==> src/rtl/amount_display.sv <==
// Sequential double-dabble of the dispenser volume onto four 7-segment digits.
// Optional: AMOUNT_DISPLAY_LEADING_ZERO_BLANKING_EN blanks leading zero digits.
module amount_display #(
  parameter int AMOUNT_WIDTH = 32,
  parameter bit SEGMENTS_ACTIVE_LOW = 1
) (
  input  logic                    clock,
  input  logic                    reset,
  input  logic [AMOUNT_WIDTH-1:0] amount_in_ml,
  output logic [6:0]              hex0,
  output logic [6:0]              hex1,
  output logic [6:0]              hex2,
  output logic [6:0]              hex3,
  output logic                    busy
);

  typedef enum logic [1:0] {
    LOAD,
    CONVERT,
    UPDATE,
    IDLE
  } state_t;

  localparam logic [AMOUNT_WIDTH-1:0] MAX_VAL = AMOUNT_WIDTH'(9999);
  localparam logic [6:0] POL = SEGMENTS_ACTIVE_LOW ? 7'h7F : 7'h00;
  localparam logic [6:0] DASH = 7'h40;

  state_t state, state_n;

  logic [AMOUNT_WIDTH-1:0] snapshot;
  logic [AMOUNT_WIDTH-1:0] last_value;
  logic [13:0]             shreg;
  logic [15:0]             bcd;
  logic [15:0]             bcd_adj;
  logic [3:0]              cnt;
  logic                    ovf;
  logic [3:0]              blank;
  logic [6:0]              pat [4];

  function automatic logic [6:0] seg7(input logic [3:0] d);
    logic [6:0] s;
    unique case (d)
      4'd0: s = 7'h3F;
      4'd1: s = 7'h06;
      4'd2: s = 7'h5B;
      4'd3: s = 7'h4F;
      4'd4: s = 7'h66;
      4'd5: s = 7'h6D;
      4'd6: s = 7'h7D;
      4'd7: s = 7'h07;
      4'd8: s = 7'h7F;
      4'd9: s = 7'h6F;
      default: s = 7'h00;
    endcase
    return s;
  endfunction

  always_comb begin
    state_n = state;
    unique case (state)
      LOAD:    state_n = (amount_in_ml > MAX_VAL) ? UPDATE : CONVERT;
      CONVERT: if (cnt == 4'd13) state_n = UPDATE;
      UPDATE:  state_n = IDLE;
      IDLE:    if (amount_in_ml != last_value) state_n = LOAD;
      default: state_n = LOAD;
    endcase
  end

  always_comb begin
    bcd_adj = bcd;
    for (int i = 0; i < 4; i++) begin
      if (bcd[i*4+:4] >= 4'd5)
        bcd_adj[i*4+:4] = bcd[i*4+:4] + 4'd3;
    end
  end

  // Units digit is never blanked, so only the upper three get a flag.
  always_comb begin
    blank = 4'b0000;
`ifdef AMOUNT_DISPLAY_LEADING_ZERO_BLANKING_EN
    blank[3] = (bcd[15:12] == 4'd0);
    blank[2] = blank[3] && (bcd[11:8] == 4'd0);
    blank[1] = blank[2] && (bcd[7:4] == 4'd0);
`endif
    for (int i = 0; i < 4; i++) begin
      if (ovf)
        pat[i] = DASH ^ POL;
      else if (blank[i])
        pat[i] = POL;
      else
        pat[i] = seg7(bcd[i*4+:4]) ^ POL;
    end
  end

  always_ff @(posedge clock or posedge reset) begin
    if (reset) begin
      state      <= LOAD;
      busy       <= 1'b0;
      snapshot   <= '0;
      last_value <= '0;
      shreg      <= '0;
      bcd        <= '0;
      cnt        <= '0;
      ovf        <= 1'b0;
      hex0       <= POL;
      hex1       <= POL;
      hex2       <= POL;
      hex3       <= POL;
    end else begin
      state <= state_n;
      busy  <= (state_n != IDLE);
      unique case (state)
        LOAD: begin
          snapshot <= amount_in_ml;
          ovf      <= (amount_in_ml > MAX_VAL);
          shreg    <= amount_in_ml[13:0];
          bcd      <= '0;
          cnt      <= '0;
        end
        CONVERT: begin
          {bcd, shreg} <= {bcd_adj, shreg} << 1;
          cnt          <= cnt + 4'd1;
        end
        UPDATE: begin
          hex0       <= pat[0];
          hex1       <= pat[1];
          hex2       <= pat[2];
          hex3       <= pat[3];
          last_value <= snapshot;
        end
        default: ;
      endcase
    end
  end

endmodule

==> config.mk <==
export PLATFORM = sky130hd
export DESIGN_NAME = amount_display
export DESIGN_NICKNAME = d
export VERILOG_FILES = /design/src/rtl/amount_display.sv
export SDC_FILE = /design/constraint.sdc
export NUM_CORES = 1
export LEC_CHECK = 0
export CAP_MARGIN = 20
export CORE_AREA = 4 4 96 143
export DETAILED_ROUTE_END_ITERATION = 12
export DIE_AREA = 0 0 100 147
export GPL_TIMING_DRIVEN = 0
export HOLD_SLACK_MARGIN = 0.12
export PLACE_DENSITY = 0.72
export SYNTH_ARGS = -nofsm -noshare
export SYNTH_HDL_FRONTEND = slang
export SYNTH_SLANG_ARGS = --single-unit
==> constraint.sdc <==
create_clock -name clock -period 3.9 [get_ports clock]
set_input_delay 0.585 -clock clock [delete_from_list [all_inputs] [get_ports clock]]
set_output_delay 0.585 -clock clock [all_outputs]
set_load 0.05 [all_outputs]
# After elaboration in Yosys (flattened, before gate mapping)
# Memory sizes are Yosys's and may differ from the RTL's.
# Index checks and enable logic that the tools add are counted.
# totals
regBits,130
latch_bits,0
mem_bits_rw,0
romBits,448
in_bits,34
out_inout_bits,29
elab_cells,57
memories,4
# classes
addsub,5
multipliers,0
div_mod_pow,0
order_cmp,5
n_eq_ne,6
n_shift,0
mux,19
bitwise_logic,4
n_reduce_logical,2
# mem_list
memory,depth,word_bits,read_ports,rd_clocked_by_memory_dff,wr,line,source
(no name shown),16,7,1,0,0,42,unique case (d)
(no name shown),16,7,1,0,0,42,
(no name shown),16,7,1,0,0,42,
(no name shown),16,7,1,0,0,42,
# ops
op,n
7-bit 2-to-1 mux,8
32-bit by 14-bit > comparator with 1-bit output (second input constant),1
32-bit != test,1
16-bit one-hot mux with 2 select lines,1
7-bit inverter,4
14-bit one-hot mux with 2 select lines,1
4-bit by 3-bit greater-or-equal comparator with 1-bit output (second input constant),4
4-bit by 2-bit adder with 4-bit output (second input constant),3
4-bit 2-to-1 mux,3
2-bit one-hot mux with 4 select lines,1
4-bit one-hot mux with 2 select lines,1
2-bit 2-to-1 mux,3
4-bit by 1-bit adder with 4-bit output (second input constant),1
2-bit equality test (second input constant),2
4-bit equality test (second input constant),1
3-bit by 2-bit adder with 3-bit output (second input constant),1
3-bit 2-to-1 mux,1
2-bit by 1-bit equality test with 1-bit output (second input constant),1
2-bit logical NOT,1
2-bit != test (second input constant),1
2-bit nonzero test,1

# Depth between registers and ports, before layout
# Gate-level depths: netlist of run 1.
# depth
word_depth,4
ltp_mapped,7
ltp_nobuf,7

# Worst setup path before layout of run 1
# Ideal clock, no wire load.
# synth_timing
path_kind,input -> register
startpoint,input amount_in_ml[14]
endpoint,register state[0]
setup_ps,81
arrival_ps,1546
required_ps,3819
slack_ps,2273
path_stages,4
path_buffers,0
path_cell_list,or4_4 a211oi_4 o22ai_1 a31oi_2
# synth_between
elab_chain_cells,3
word_cells_on_any_way,5
classes_between,order compare: 1; eq/ne: 1; mux: 3
# synth_rtl
element,line,source
"start, declared",9,"input logic [AMOUNT_WIDTH-1:0] amount_in_ml,"
32-bit by 14-bit > comparator with 1-bit output / 32-bit != test (equally long branches),"61, 64",
2-bit 2-to-1 mux (on tied branches),"61, 64",
2-bit one-hot mux with 4 select lines (*),60,unique case (state)
via state_n[0],28,"state_t state, state_n;"
"end signal, assigned",110,state <= state_n;
"end, declared",28,
# The timed path passes the listed nets; every way through them passes the cells marked *.
# A chain may end at the register's enable or synchronous reset.

# Final worst setup path of run 1
# layout_timing
startpoint,register hex2[4]
endpoint,output hex2[4]
# layout_rtl
element,line,source
"start, declared",12,"output logic [6:0] hex2,"
"start signal, assigned",127,hex2 <= pat[2];
# No word-level cell between the ends.

==> flow_summary.ini, run 1 <==
[synth]
synthDistinctLibCells = 39
synthFlopType = dfrtp_1
synth_edf_count = 0
avgSynthCellArea_sq_um = 10.16
synthCells = 626
ys_seq_area_frac = 0.5172
ys_warn_count = 0
ys_seq_elements = 130
ys_async_sr_fraction = 1.000
syn-cell-area_sq_mm = 0.006357
syn-num-nets = 690

[pwr]
ir_drop_mv = 0.4758
p_clk_frac = 0.287
internal_power_mw = 3.676
combPwrFrac = 0.335
power_switching_mw = 1.963
powerDensity_mw_per_mm2 = 719.1
seqPwrFrac = 0.377
switching_share = 0.3481
power_leakage_nw = 3.362

[critical_path]
crit_type = reg2out
worst-path-buf-inv = 1
critPathRequiredTime_ns = 3.31
path_max_fanout = 2
reg2reg_slack_ns = 2.09
cp-start-kind = flip-flop
arrival_ns = 1.74
cp_top_family = buffers and inverters
max_stage_delay_ns = 0.81
rr_worst_depth = 5
r2r-start = last_value[30]
crit_path_end_kind = output port
crit_path_top_delay_cell = clkdlybuf4s50_1
cp_cell_sequence = clkdlybuf4s50_1
worstReg2RegEnd = busy

[hold_path]
hold_end = hex3[4]
holdCritPathClass = reg2reg
hold_path_depth = 2
hold_path_startpoint = hex3[4]

[clock_tree]
clockBufferDepth = 2
post_cts_resized = 0
clk_latency_ns = 0.41
cts_sinks = 130
ctsHoldBuffers = 0
cts_tree = yes
clk_pin_slew_worst_paths_ns = 0.05
clockRootBuffer = clkbuf_16
htreeDepth = 4
post_cts_buffers = 0
cts_buffers = 17

[place]
port-buffer-count = 62
hpwl_mm = 11.09
gp_congestion = 0.9022

[floorplanning]
pin_count = 63
die_area_sq_mm = 0.01470
die_y_um = 147
start_util = 0.5107
core.rowCount = 50
core_sq_mm = 0.01245
dieWidth_um = 100

[cells_and_area]
areaGrowthSynthToFinish_pct = 23.34
antenna-diode-count = 0
final_nets = 774
final_cell_mix = 139 x nand2_1, 102 x dfrtp_1, 62 x clkdlybuf4s50_1
drive_gt1_frac = 0.1565
final_common_cell = nand2_1
fillers = 967
fin_util = 0.6298

[route]
firstDrtPassIters = 7
drt-total-wl_mm = 14.94
routed_via_density = 5.446
ant_nets = 0
wl_per_cell_um = 17.01
drc_errors = 0
num_vias = 4782
dr.first_iter.drc_count = 223

[status]
status = complete, no violations

[grt]
grt_max_degree = 38
track_usage = 0.2133
grt_pass1_vias = 5046
grt_pass1_wl_mm = 24.92
antenna_found_initial = 0
overflow = 0

[sta]
tightestPinTransition_ns = 0.7648
max_freq_mhz = 429.5
slew_headroom = 0.4891
rsz0062_at_grt = no
min_period_over_period = 0.5970
slew_viol_final = 0
fin_crit_ns = 2.328
setup_tns_ns = 0
final_hold_viol_count = 0
setup_violations = 0
finClkSkew_ns = 0.004204

[flow_run]
maxCapViolCount = 0
[metrics by stage]
stage / power (mW) / setup WS (ns) / instances / cell area (sq um) / hold slack (ns)
after floorplan: 3.463 / 1.729 / 626 / 6361 / 0.4348
after global placement: 3.926 / 0.6096 / 844 / 7177 / 0.4438
after detailed placement: 4.031 / 1.426 / 847 / 7237 / 0.4536
after CTS: 5.671 / 1.557 / 878 / 7841 / 0.4688
after global routing: 5.993 / 1.536 / 878 / 7841 / 0.4793
final: 5.639 / 1.572 / 878 / 7841 / 0.4630
[cells by family (layout without fill, tap and decap cells)]
group                      after synthesis  in the layout  share of synthesized area
adders and majority gates               30             30                    0.05904
buffers and inverters                   49            145                    0.03169
xor gates and xnor gates                43             43                    0.05924
DFF                                    130            130                     0.5172
AOI/OAI and AO/OA                      111            111                     0.1067
and+or+nand+nor                        218            218                     0.1490
muxes                                   45             45                    0.07715
[final cells by class]
class                      instances  area (sq um)  share of cell area
sequential                       130          3288              0.4193
multi-input combinational        447          2868              0.3657
clock buffer                      22         474.2             0.06048
clock inverter                     9         130.1             0.01659
buffer                            33         141.4             0.01803
inverter                          16         63.81            0.008138
timing repair buffer              65         680.7             0.08680
tap                              156         195.2             0.02489
[worst register-to-register path, delay by kind of cell, from the launching register on]
kind | cells | cell delay (ns)
AOI/OAI and AO/OA | 1 | 0.22
xor gates and xnor gates | 1 | 0.33
DFF | 1 | 0.40
and+or+nand+nor | 3 | 0.75
[worst max path at each step]
stage / start / end / slack (ns) / depth (start not counted)
after floorplan: reset / bcd[0] / 1.73 / 1
after global placement: reset / last_value[25] / 0.61 / 2
after detailed placement: amount_in_ml[30] / busy / 1.43 / 6
after CTS: hex3[5] / hex3[5] / 1.56 / 1
after global routing: hex2[1] / hex2[1] / 1.54 / 1
final: hex2[4] / hex2[4] / 1.57 / 1
[cell usage after synthesis (4+ instances only)]
| master | instances | area share |
|---|---|---|
| nor2b_1 | 9 | 0.0089 |
| nand4_1 | 10 | 0.0098 |
| ha_1 | 30 | 0.059 |
| a31oi_1 | 4 | 0.0039 |
| o22ai_1 | 7 | 0.0069 |
| mux2i_1 | 13 | 0.020 |
| xnor2_1 | 42 | 0.058 |
| nand2b_1 | 10 | 0.0098 |
| dfrtp_1 | 102 | 0.40 |
| dfstp_2 | 28 | 0.12 |
| clkbuf_1 | 19 | 0.011 |
| inv_1 | 15 | 0.0089 |
| nor3b_1 | 4 | 0.0047 |
| mux2_2 | 32 | 0.057 |
| buf_2 | 14 | 0.011 |
| nor4_1 | 6 | 0.0059 |
| o22a_1 | 14 | 0.019 |
| nand2_1 | 139 | 0.082 |
| o21ai_0 | 47 | 0.037 |
| nor2_1 | 31 | 0.018 |
| a21oi_1 | 26 | 0.020 |
[power groups by stage]
stage               combinational (mW)  clock [mW]  sequential, mW
finish                            1.89        1.62            2.13
global route                      2.10        1.71            2.19
CTS                               1.91        1.64            2.13
detailed placement                1.89           0            2.14
global placement                  1.82           0            2.11
floorplan                         1.34           0            2.12
[routing by layer]
layer	vias to the layer above	wire (um)	part of all wire	global-route usage
met2	117	8107	0.54	0.3880
li1	2277	-	-	-
met3	30	483	0.032	0.03705
met4	0	425	0.028	0.08699
met5	-	0	0	0
met1	2358	5922	0.40	0.2433
[state kept, by name (all words and copies together), names as in the netlist]
signal and count:
bcd 16, shreg 14, busy 1, state 2, hex1 7, hex0 7
snapshot 32, hex2 7, ovf 1, hex3 7, cnt 4, last_value 32
Note: power is estimated with default switching activity, not from simulation.
==> inputs of run 2 (changes only) <==
clock period = 2.1 ns   (was 3.9 ns; I/O delays follow)
==> results of run 2 <==
The final DEF is identical to that of run 1. Status: complete, no violations.
Main changes from that run: setup slack after placement 1.426 ns -> -0.1045 ns; clock-pin slew on the worst setup and hold paths 0.05 ns -> 0.06 ns; setup slack after layout 1.572 ns -> 0.04185 ns; hold slack 0.4630 ns -> 0.3872 ns; register-to-register setup slack 2.09 ns -> 0.29 ns; total power 5.639 mW -> 10.47 mW; worst IR drop on VDD 0.4758 mV -> 0.8836 mV
==> inputs of run 3 (changes only) <==
SETUP_SLACK_MARGIN = 0.4   (was unset)
==> flow_summary.ini, run 3 (synthesized netlist as in run 1, its figures left out) <==
[pwr]
switching_share = 0.3500
ir_drop_mv = 0.9074
internal_power_mw = 6.931
powerDensity_mw_per_mm2 = 1318
power_switching_mw = 3.732
seqPwrFrac = 0.374
p_clk_frac = 0.284
power_leakage_nw = 3.520
combPwrFrac = 0.343

[sta]
slew_headroom = 0.4797
setup_violations = 0
tightestPinTransition_ns = 0.7788
fin_crit_ns = 1.639
fin_ws_ns = 0.4615
rsz0062_at_grt = no
final_hold_viol_count = 0
min_period_over_period = 0.7803
max_freq_mhz = 610.3
slew_viol_final = 0
finClkSkew_ns = 0.006678

[cells_and_area]
areaGrowthSynthToFinish_pct = 27.22
final_nets = 779
design_area_sq_mm = 0.008088
regArea_sq_mm = 0.003293
drive_gt1_frac = 0.2476
antenna-diode-count = 0
final_cell_mix = 138 x nand2_1, 98 x dfrtp_1, 47 x o21ai_0
reg.largest.list = last_value x32, snapshot x32, bcd x16
final_common_cell = nand2_1
multi_input_area_sq_mm = 0.003004
fillers = 927

[status]
status = complete, no violations

[floorplanning]
dieWidth_um = 100
pin_count = 63
core_sq_mm = 0.01245
start_util = 0.5107
die_area_sq_mm = 0.01470
die_y_um = 147
core.rowCount = 50

[critical_path]
r2r-start = last_value[10]
max_stage_delay_ns = 0.59
arrival_ns = 1.94
crit_path_top_delay_cell = clkdlybuf4s50_1
critPathRequiredTime_ns = 2.40
cp_cell_sequence = clkdlybuf4s50_1 -> xnor2_1 -> nand4_1 -> nor4_2 -> nand2_1 -> a21o_1
crit_type = in2reg
crit_path_end_kind = flip-flop
reg2reg_slack_ns = 0.48
path_max_fanout = 3
cp-start-kind = input pin
rr_worst_depth = 5
worstReg2RegEnd = busy

[hold_path]
holdCritPathClass = in2reg
hold_path_startpoint = amount_in_ml[10]
hold_end = snapshot[10]
hold_path_depth = 2

[clock_tree]
cts_tree = yes
clk_pin_slew_worst_paths_ns = 0.06
clk_latency_ns = 0.41
clockBufferDepth = 2
cts_buffers = 17
htreeDepth = 4
clockRootBuffer = clkbuf_16
ctsHoldBuffers = 0
cts_sinks = 130

[flow_run]
maxCapViolCount = 0

[route]
routed_via_density = 5.417
firstDrtPassIters = 5
num_vias = 4783
drc_errors = 0
ant_nets = 0
drt-total-wl_mm = 15.19
dr.first_iter.drc_count = 226
wl_per_cell_um = 17.20

[grt]
grt_pass1_wl_mm = 25.06
antenna_found_initial = 0
track_usage = 0.2146
grt_max_degree = 38
grt_pass1_vias = 5044
overflow = 0

[place]
placed_area_sq_mm = 0.007237
port-buffer-count = 62
post-place-ws_ns = -0.1045
gp_congestion = 0.9022
hpwl_mm = 11.09
==> run 3: layout make-up <==
class                      instances  area share
sequential                       130      0.4072
clock buffer                      22     0.05863
clock inverter                     9     0.01609
multi-input combinational        447      0.3714
inverter                          16    0.007890
timing repair buffer              70     0.09483
tap                              156     0.02413
buffer                            33     0.01980
==> run 3: routing by layer <==
metal | part of all wire | GRT usage
met1 | 0.39 | 0.2448
met2 | 0.55 | 0.3877
met3 | 0.033 | 0.03848
met4 | 0.026 | 0.09171
met5 | 0 | 0
==> run 3: per-stage QoR <==
stage                     TNS, ns  hold slack (ns)  power (mW)    util  std cells
after floorplan                 0           0.4348       6.432       -        626
after global placement    -103.36           0.4438       7.292  0.5765        844
after detailed placement  -0.2488           0.4536       7.486  0.5813        847
after CTS                       0           0.4069       10.58  0.6374        878
after global routing            0           0.3589       11.32  0.6496        883
final                           0           0.3379       10.66  0.6496        883
==> run 3: worst max-delay path, delay by kind of cell <==
family | cells | cell delay, ns
AND/OR/NAND/NOR | 3 | 0.66
buffers and inverters | 1 | 0.59
AO/OA/AOI/OAI | 1 | 0.22
XOR/XNOR | 1 | 0.15
==> run 3: power groups by stage <==
stage | clock network (mW) | logic (mW) | registers (mW)
2_1_floorplan | 0 | 2.49 | 3.94
3_3_place_gp | 0 | 3.37 | 3.92
3_5_place_dp | 0 | 3.51 | 3.97
4_1_cts | 3.04 | 3.57 | 3.96
5_1_grt | 3.17 | 4.06 | 4.09
6_report | 3.02 | 3.66 | 3.98
==> run 3: worst max path at each step <==
stage | start | slack (ns) | endpoint | cells past startpoint
floorplan | reset | 0.20 | bcd[0] | 1
global placement | reset | -0.92 | last_value[25] | 2
detailed placement | amount_in_ml[30] | -0.10 | busy | 6
CTS | hex3[5] | 0.30 | hex3[5] | 1
global route | last_value[2] | 0.38 | busy | 5
finish | amount_in_ml[22] | 0.46 | busy | 6
==> run 3: repair_timing <==
item,in CTS,in global routing
setup endpoints to repair,41,74
pin swaps,1,6
resized for setup,96,41
hold endpoints to repair,0,0
buffers inserted,0,5
